===== config.mk =====
export PLATFORM = sky130hd
export DESIGN_NAME = fetch_sequencer_flat
export DESIGN_NICKNAME = d
export VERILOG_FILES = /design/src/rtl/fetch_sequencer_if.sv /design/src/rtl/fetch_sequencer.sv /design/src/flat_wrapper.sv
export SDC_FILE = /design/constraint.sdc
export NUM_CORES = 1
export LEC_CHECK = 0
export ABC_AREA = 1
export BUFFER_PORTS_ARGS = -buffer_cell sky130_fd_sc_hd__buf_2
export CORE_UTILIZATION = 50
export CTS_BUF_LIST = sky130_fd_sc_hd__clkbuf_16
export DETAILED_ROUTE_END_ITERATION = 16
export PLACE_DENSITY_LB_ADDON = 0.12
export REMOVE_ABC_BUFFERS = 1
export SYNTH_ARGS = -nofsm -noshare
export SYNTH_HDL_FRONTEND = slang
export SYNTH_SLANG_ARGS = --single-unit

===== constraint.sdc =====
create_clock -name CLK -period 4 [get_ports CLK]
set_clock_uncertainty 0.2 [all_clocks]
set_input_delay 0.2 -clock CLK [delete_from_list [all_inputs] [get_ports CLK]]
set_output_delay 0.2 -clock CLK [all_outputs]
set_load 0.03 [all_outputs]

===== src/rtl/fetch_sequencer_if.sv =====
// Memory-controller handshake between the fetch sequencer and the instruction/data ports.
// The sequencer is the master: it raises requests and receives read data and hit strobes.
interface fetch_sequencer_if;
    logic [31:0] imemload;
    logic        ihit;
    logic        dhit;
    logic        iREN;
    logic [31:0] imemaddr;
    logic        dREN;
    logic        dWEN;

    modport master (
        input  imemload, ihit, dhit,
        output iREN, imemaddr, dREN, dWEN
    );

    modport slave (
        output imemload, ihit, dhit,
        input  iREN, imemaddr, dREN, dWEN
    );
endinterface


===== src/rtl/fetch_sequencer.sv =====
// Multicycle instruction sequencer: owns the PC and steps each instruction through
// fetch, execute (with optional data access), then PC update or halt.
module fetch_sequencer #(
    parameter logic [31:0] PC_INIT = 32'h0000_0000
) (
    input  logic                   CLK,
    input  logic                   nRST,
    fetch_sequencer_if.master      mem,
    input  logic [1:0]             PC_src,
    input  logic                   PC_EN,
    input  logic                   bra,
    input  logic                   MemRead,
    input  logic                   MemWrite,
    input  logic                   mem_halt,
    input  logic [31:0]            rs_data,
    output logic [5:0]             opcode,
    output logic [5:0]             funct,
    output logic [31:0]            instr,
    output logic [31:0]            pc_plus4,
    output logic                   exec_valid,
    output logic                   halted
);

    typedef enum logic [1:0] {
        FETCH = 2'd0,
        EXEC  = 2'd1,
        HALT  = 2'd2
    } state_t;

    state_t      state_q, state_d;
    logic [31:0] pc_q, pc_d;
    logic [31:0] instr_q, instr_d;
    logic        halted_q, halted_d;
    logic [31:0] branch_off;
    logic [31:0] next_pc;
    logic        done;

    always_comb begin
        pc_plus4   = pc_q + 32'd4;
        branch_off = {{14{instr_q[15]}}, instr_q[15:0], 2'b00};
        next_pc    = pc_plus4;
        case (PC_src)
            2'b01:   if (bra) next_pc = pc_plus4 + branch_off;
            2'b10:   next_pc = {pc_plus4[31:28], instr_q[25:0], 2'b00};
            2'b11:   next_pc = rs_data & 32'hFFFF_FFFC;
            default: next_pc = pc_plus4;
        endcase
    end

    // A data access finishes on dhit; instructions without one finish immediately.
    always_comb begin
        state_d    = state_q;
        pc_d       = pc_q;
        instr_d    = instr_q;
        halted_d   = halted_q;
        mem.iREN   = 1'b0;
        mem.dREN   = 1'b0;
        mem.dWEN   = 1'b0;
        exec_valid = 1'b0;
        done       = ~(MemRead | MemWrite) | mem.dhit;

        case (state_q)
            FETCH: begin
                mem.iREN = 1'b1;
                if (mem.ihit) begin
                    instr_d = mem.imemload;
                    state_d = EXEC;
                end
            end
            EXEC: begin
                exec_valid = 1'b1;
                mem.dREN   = MemRead;
                mem.dWEN   = MemWrite & ~MemRead;
                if (done) begin
                    if (mem_halt) begin
                        halted_d = 1'b1;
                        state_d  = HALT;
                    end else if (PC_EN) begin
                        pc_d    = next_pc;
                        state_d = FETCH;
                    end
                end
            end
            HALT: begin
                state_d = HALT;
            end
            default: begin
                state_d = FETCH;
            end
        endcase
    end

    always_ff @(posedge CLK) begin
        if (!nRST) begin
            state_q  <= FETCH;
            pc_q     <= PC_INIT;
            instr_q  <= 32'h0;
            halted_q <= 1'b0;
        end else begin
            state_q  <= state_d;
            pc_q     <= pc_d;
            instr_q  <= instr_d;
            halted_q <= halted_d;
        end
    end

    assign mem.imemaddr = pc_q;
    assign opcode       = instr_q[31:26];
    assign funct        = instr_q[5:0];
    assign instr        = instr_q;
    assign halted       = halted_q;

endmodule


===== src/flat_wrapper.sv =====
// flat-port wrapper written by rule: the top's interface ports become plain ports
module fetch_sequencer_flat 
#(
    parameter logic [31:0] PC_INIT = 32'h0000_0000
)
  (CLK, nRST, PC_src, PC_EN, bra, MemRead, MemWrite, mem_halt, rs_data, opcode, funct, instr, pc_plus4, exec_valid, halted, mem_imemload, mem_ihit, mem_dhit, mem_iREN, mem_imemaddr, mem_dREN, mem_dWEN);
  fetch_sequencer_if mem_i ();
  input  logic CLK;
  input  logic nRST;
  input  logic [1:0] PC_src;
  input  logic PC_EN;
  input  logic bra;
  input  logic MemRead;
  input  logic MemWrite;
  input  logic mem_halt;
  input  logic [31:0] rs_data;
  output logic [5:0] opcode;
  output logic [5:0] funct;
  output logic [31:0] instr;
  output logic [31:0] pc_plus4;
  output logic exec_valid;
  output logic halted;
  input wire logic [$bits(mem_i.imemload)-1:0] mem_imemload;
  input wire logic [$bits(mem_i.ihit)-1:0] mem_ihit;
  input wire logic [$bits(mem_i.dhit)-1:0] mem_dhit;
  output wire logic [$bits(mem_i.iREN)-1:0] mem_iREN;
  output wire logic [$bits(mem_i.imemaddr)-1:0] mem_imemaddr;
  output wire logic [$bits(mem_i.dREN)-1:0] mem_dREN;
  output wire logic [$bits(mem_i.dWEN)-1:0] mem_dWEN;
  assign mem_i.imemload = mem_imemload;
  assign mem_i.ihit = mem_ihit;
  assign mem_i.dhit = mem_dhit;
  assign mem_iREN = mem_i.iREN;
  assign mem_imemaddr = mem_i.imemaddr;
  assign mem_dREN = mem_i.dREN;
  assign mem_dWEN = mem_i.dWEN;
  fetch_sequencer #(.PC_INIT(PC_INIT)) u_core (.CLK(CLK), .nRST(nRST), .mem(mem_i), .PC_src(PC_src), .PC_EN(PC_EN), .bra(bra), .MemRead(MemRead), .MemWrite(MemWrite), .mem_halt(mem_halt), .rs_data(rs_data), .opcode(opcode), .funct(funct), .instr(instr), .pc_plus4(pc_plus4), .exec_valid(exec_valid), .halted(halted));
endmodule

After elaboration in Yosys (flattened, before gate mapping)
Cells that the tools add are included.
Cells by class
  add/subtract/negate cells: 2
  eq/ne operators: 8
  mux-type cells: 11
  bitwise gates (word level): 6
  reductions and logical operators: 5
Operators with widths (count)
  32-bit one-hot mux with 3 select lines: 1
  32-bit by 3-bit adder with 32-bit output, second input constant: 1
  32-bit adder: 1
  32-bit 2-to-1 mux: 1
  2-bit 2-to-1 mux: 4
  2-bit equality test, second input constant: 3
  2-bit one-hot mux with 3 select lines: 1
  3-bit AND reduction: 2
  2-bit by 1-bit equality test with 1-bit output, second input constant: 2
  1-bit 2-to-1 mux: 4
  4-bit AND reduction: 1
  3-bit inequality test, second input constant: 1
  1-bit NOT: 3
  2-bit zero test: 1
  2-bit by 1-bit inequality test with 1-bit output, second input constant: 1
  2-bit inequality test, second input constant: 1
  1-bit OR: 2
  2-bit AND reduction: 1
  1-bit AND: 1
Word-level totals
  flip-flop bits (word level): 67
  input port bits: 75
  output and inout bits: 113
  word-level logic and storage cells: 36

Longest topological paths before layout
  depth after elaboration: 5
  depth in mapped cells: 27
  depth with buffers taken out: 27

Least setup slack after synthesis
Ideal clock, no wire load.
  path kind: reg-to-reg
  start: reg u_core.pc_q[2] (netlist: u_core.mem.imemaddr[2])
  end: reg u_core.pc_q[14] (netlist: u_core.mem.imemaddr[14])
  library setup time: 0.117 ns
  arrival: 3.171 ns
  required time: 3.683 ns
  slack: 0.511 ns
  stages on the path, launching flop included: 18
  buffers on the path: 0
  clock period less this slack: 3.489 ns
  cell sequence: dfxtp_1 > ha_1 > nand2_1 > nor2_2 > nand2_1 > xor2_1 > ha_1 > nand2_1 > inv_1 > nand2_1 > nor2_1 > nand2_1 > nand3_1 > or2_2 > nand3_1 > nand3_1 > a21oi_1 > nor2_1
On the way
  word-level cells in the longest chain between the ends: 4
RTL lines
  start: declaration: RTL line fetch_sequencer.sv:31  | logic [31:0] pc_q, pc_d;
  start signal: assignment: RTL line fetch_sequencer.sv:101  | pc_q <= pc_d;
  32-bit by 3-bit adder with 32-bit output: RTL line fetch_sequencer.sv:39  | pc_plus4 = pc_q + 32'd4;
  named net pc_plus4[10]: RTL line flat_wrapper.sv:20  | output logic [31:0] pc_plus4;
  32-bit adder: RTL line fetch_sequencer.sv:43  | 2'b01: if (bra) next_pc = pc_plus4 + branch_off;
  32-bit 2-to-1 mux: RTL line fetch_sequencer.sv:43
  32-bit one-hot mux with 3 select lines: RTL line fetch_sequencer.sv:42  | case (PC_src)
The timed path passes the listed nets, and every way through them passes these cells.
A chain may end at the register's enable or synchronous reset.

Worst setup path in the final report
  start: reg u_core.pc_q[8] (netlist: u_core.mem.imemaddr[8])
  end: reg u_core.pc_q[25] (netlist: u_core.mem.imemaddr[25])
On the way
  word-level cells in the longest chain between the ends: 4
RTL lines (RTL line)
  32-bit by 3-bit adder with 32-bit output *: fetch_sequencer.sv:39
  32-bit adder: fetch_sequencer.sv:43
  32-bit 2-to-1 mux: fetch_sequencer.sv:43
  32-bit one-hot mux with 3 select lines *: fetch_sequencer.sv:42
Mark *: on every way between the ends. The rest lies on a longest branch, timed or not.

==> results.json <==
{
  "die_y_um": 116,
  "worstSetupStartpoint": "u_core.mem.imemaddr[8]",
  "layout_common_cells": "nand2_1, buf_2, inv_1",
  "p_per_area_nw_per_um2": 318,
  "critPathTopFamily": "simple AND/OR/NAND/NOR gates",
  "synthCells": 1159,
  "antenna_found_initial": 0,
  "hold_start": "mem_dhit",
  "required_ps": 4000,
  "rows": 41,
  "ctsRootBufferMaster": "clkbuf_16",
  "cp-end-kind": "flip-flop",
  "cp_slowest_cell": "dfxtp_1",
  "viasPerCell": 5.27,
  "cts_tree": "yes",
  "holdWs_ps": 16.9,
  "path_class": "reg2reg",
  "crit_path_start_kind": "flip-flop",
  "clk_latency_ps": 350,
  "antenna_cells": 0,
  "grt_pass1_vias": 7312,
  "max_freq_mhz": 272,
  "place_hpwl_um": 17500,
  "grt_usage": 0.354,
  "finalSetupViolCount": 0,
  "path_clk_slew_ps": 60,
  "seq_area_frac_synth": 0.199,
  "power.internal_w": 0.00151,
  "grt_max_degree": 45,
  "io_pins": 188,
  "rsz0062_at_grt": "no",
  "firstDrtPassIters": 5,
  "pre_cts_ws_ps": 450,
  "power_frac_comb": 0.383,
  "path_cells": "nand2_1 > nor2_1 > nand4_2 > nor2_1 > xor2_1 > inv_1 > ha_1 > nand2_1 > nor2_1 > nand2_1 > nor2_1 > nand2_1 > nand4_1 > nand3_1 > nand2_1 > nand2_1 > nand2_1 > a21oi_1",
  "path_common_cell": "nand2_1",
  "drc_errors": 0,
  "rr_startpoint": "u_core.mem.imemaddr[8]",
  "wl_per_cell_um": 15.2,
  "start_util": 0.515,
  "min_to": "u_core.halted",
  "power.total_w": 0.00259,
  "clock_power_share": 0.302,
  "cap_viol_max_count": 0,
  "final_common_cell": "nand2_1",
  "max_stage_delay_ps": 410,
  "ys_ff_latch": 65,
  "grt_overflow": 0,
  "synth.distinct_cells": 47,
  "crit_buf_inv": 1,
  "ctsLongestPathBuffers": 2,
  "drive_gt1_frac": 0.175,
  "status": "finished, final reports clean",
  "antenna_left": 0,
  "vdd_drop_max_v": 0.000257,
  "post-cts-setup-buffers": 0,
  "fin_nets": 1467,
  "clkSinkCount": 65,
  "die_area_um2": 13500,
  "r2r-end": "u_core.mem.imemaddr[25]",
  "swShare": 0.417,
  "cts_buffers": 9,
  "slew_violations": 0,
  "r2r_cells": 18,
  "place_congestion": 0.973,
  "setup_ws_ps": 329,
  "arrival_ps": 3670,
  "hold_viol_final": 0,
  "leakage_nw": 4.59,
  "post-route-period-util": 0.918,
  "h-tree-depth": 3,
  "drt_iter0_drc": 661,
  "port_buffers": 181,
  "area_growth_pct": 24.7,
  "syn_area_um2": 6530,
  "yosys_warnings": 0,
  "coreArea_um2": 12700,
  "tightest_slew_ps": 908,
  "seqPwrFrac": 0.315,
  "min_path_cells": 5,
  "postRouteWirelength_um": 23200,
  "cp_max_fo": 5,
  "vias": 8070,
  "fin_setup_tns_ps": 0,
  "fin_crit_ps": 3670,
  "p_switching_w": 0.00108,
  "slew_headroom": 0.394,
  "reg2reg_setup_slack_ps": 330,
  "min_path_type": "in2reg",
  "dieWidth_um": 116,
  "grt_pass1_wl_um": 36400,
  "synth_area_per_cell_um2": 5.63
}
[flip-flops by register name, summed over array words and instances, names as in the netlist]
| signal | cells |
|---|---|
| u_core.instr | 32 |
| u_core.mem.imemaddr | 30 |
| u_core.state_q | 2 |
| u_core.halted | 1 |
[power by group through the flow]
stage	clock (W)	combinational (W)	sequential [W]
final	0.000780	0.000992	0.000815
after global routing	0.000818	0.00108	0.000825
after CTS	0.000785	0.000979	0.000811
after detailed placement	0	0.000952	0.000823
after global placement	0	0.000942	0.000824
after floorplan	0	0.000449	0.000993
[timing repair]
action,CTS,global route
gates resized for setup,0,0
endpoints found under the hold margin,33,0
hold buffers,33,0
setup endpoints to repair,0,0
[synth_stat cells, drive strengths merged]
cell type  count  area (um^2)
nand2        369         1400
o211ai         2         15.0
a31oi          7         43.8
a21o           2         15.0
a211oi         2         15.0
or2            7         43.8
conb           1         3.75
xor2          17          149
o221ai         3         26.3
inv          169          634
clkbuf        23         86.3
o21ai         79          399
nor3b          2         15.0
o2111ai        1         8.76
fa             1         20.0
nand3         79          395
and2           5         31.3
nand3b         1         7.51
ha            36          450
a21oi         67          335
nor3          11         70.1
clkinv         4         15.0
xnor2          3         26.3
o21a           1         7.51
nand4         10         81.3
nor2         147          596
buf           23          154
o21bai         5         37.5
a22o           2         17.5
a21boi         2         15.0
dfxtp         65         1300
o22ai          1         6.26
a221oi        12          105
[tightest hold or removal path: stages]
cell,delay (ps)
buf_2,70
a21oi_1,40
inv_1,60
a31oi_1,70
nor2_1,70
[worst max-delay path by stage]
stage / end / slack (ps) / cells past startpoint
2_1_floorplan: u_core.mem.imemaddr[13] / 500 / 14
3_3_place_gp: u_core.mem.imemaddr[25] / 530 / 18
3_5_place_dp: u_core.mem.imemaddr[21] / 450 / 17
4_1_cts: u_core.mem.imemaddr[21] / 430 / 17
5_1_grt: u_core.mem.imemaddr[24] / 100 / 17
6_report: u_core.mem.imemaddr[25] / 330 / 18
[through the flow]
step           area [um^2]  cells  utilization
6_report              8140   1532        0.643
2_1_floorplan         6300   1116            -
5_1_grt               8140   1532        0.643
3_3_place_gp          7520   1483        0.594
3_5_place_dp          7520   1483        0.594
4_1_cts               8140   1532        0.643
[routing by layer]
layer | vias up | share of wire | track usage
met4 | 0 | 0.031 | 0.155
met3 | 48 | 0.081 | 0.0488
met2 | 362 | 0.44 | 0.563
met1 | 3592 | 0.45 | 0.477
met5 | - | 0 | 0
li1 | 4068 | - | -
[logic make-up after synthesis]
logic type      after synthesis  share of synthesized area
buf+inv                     219                      0.136
xor+xnor                     20                     0.0268
compound gates              186                      0.160
fa+ha+maj                    37                     0.0721
flops                        65                      0.199
other cells                   1                   0.000574
simple gates                631                      0.404
[final cells by class]
type / count / area (um^2)
tap: 172 / 215
clock buffer: 9 / 225
sequential: 65 / 1300
multi-input combinational: 878 / 4350
clock inverter: 7 / 62.6
timing repair buffer: 228 / 1340
inverter: 173 / 649
fill: 1299 / 4530
No activity file was read; power rests on OpenSTA's default activity.
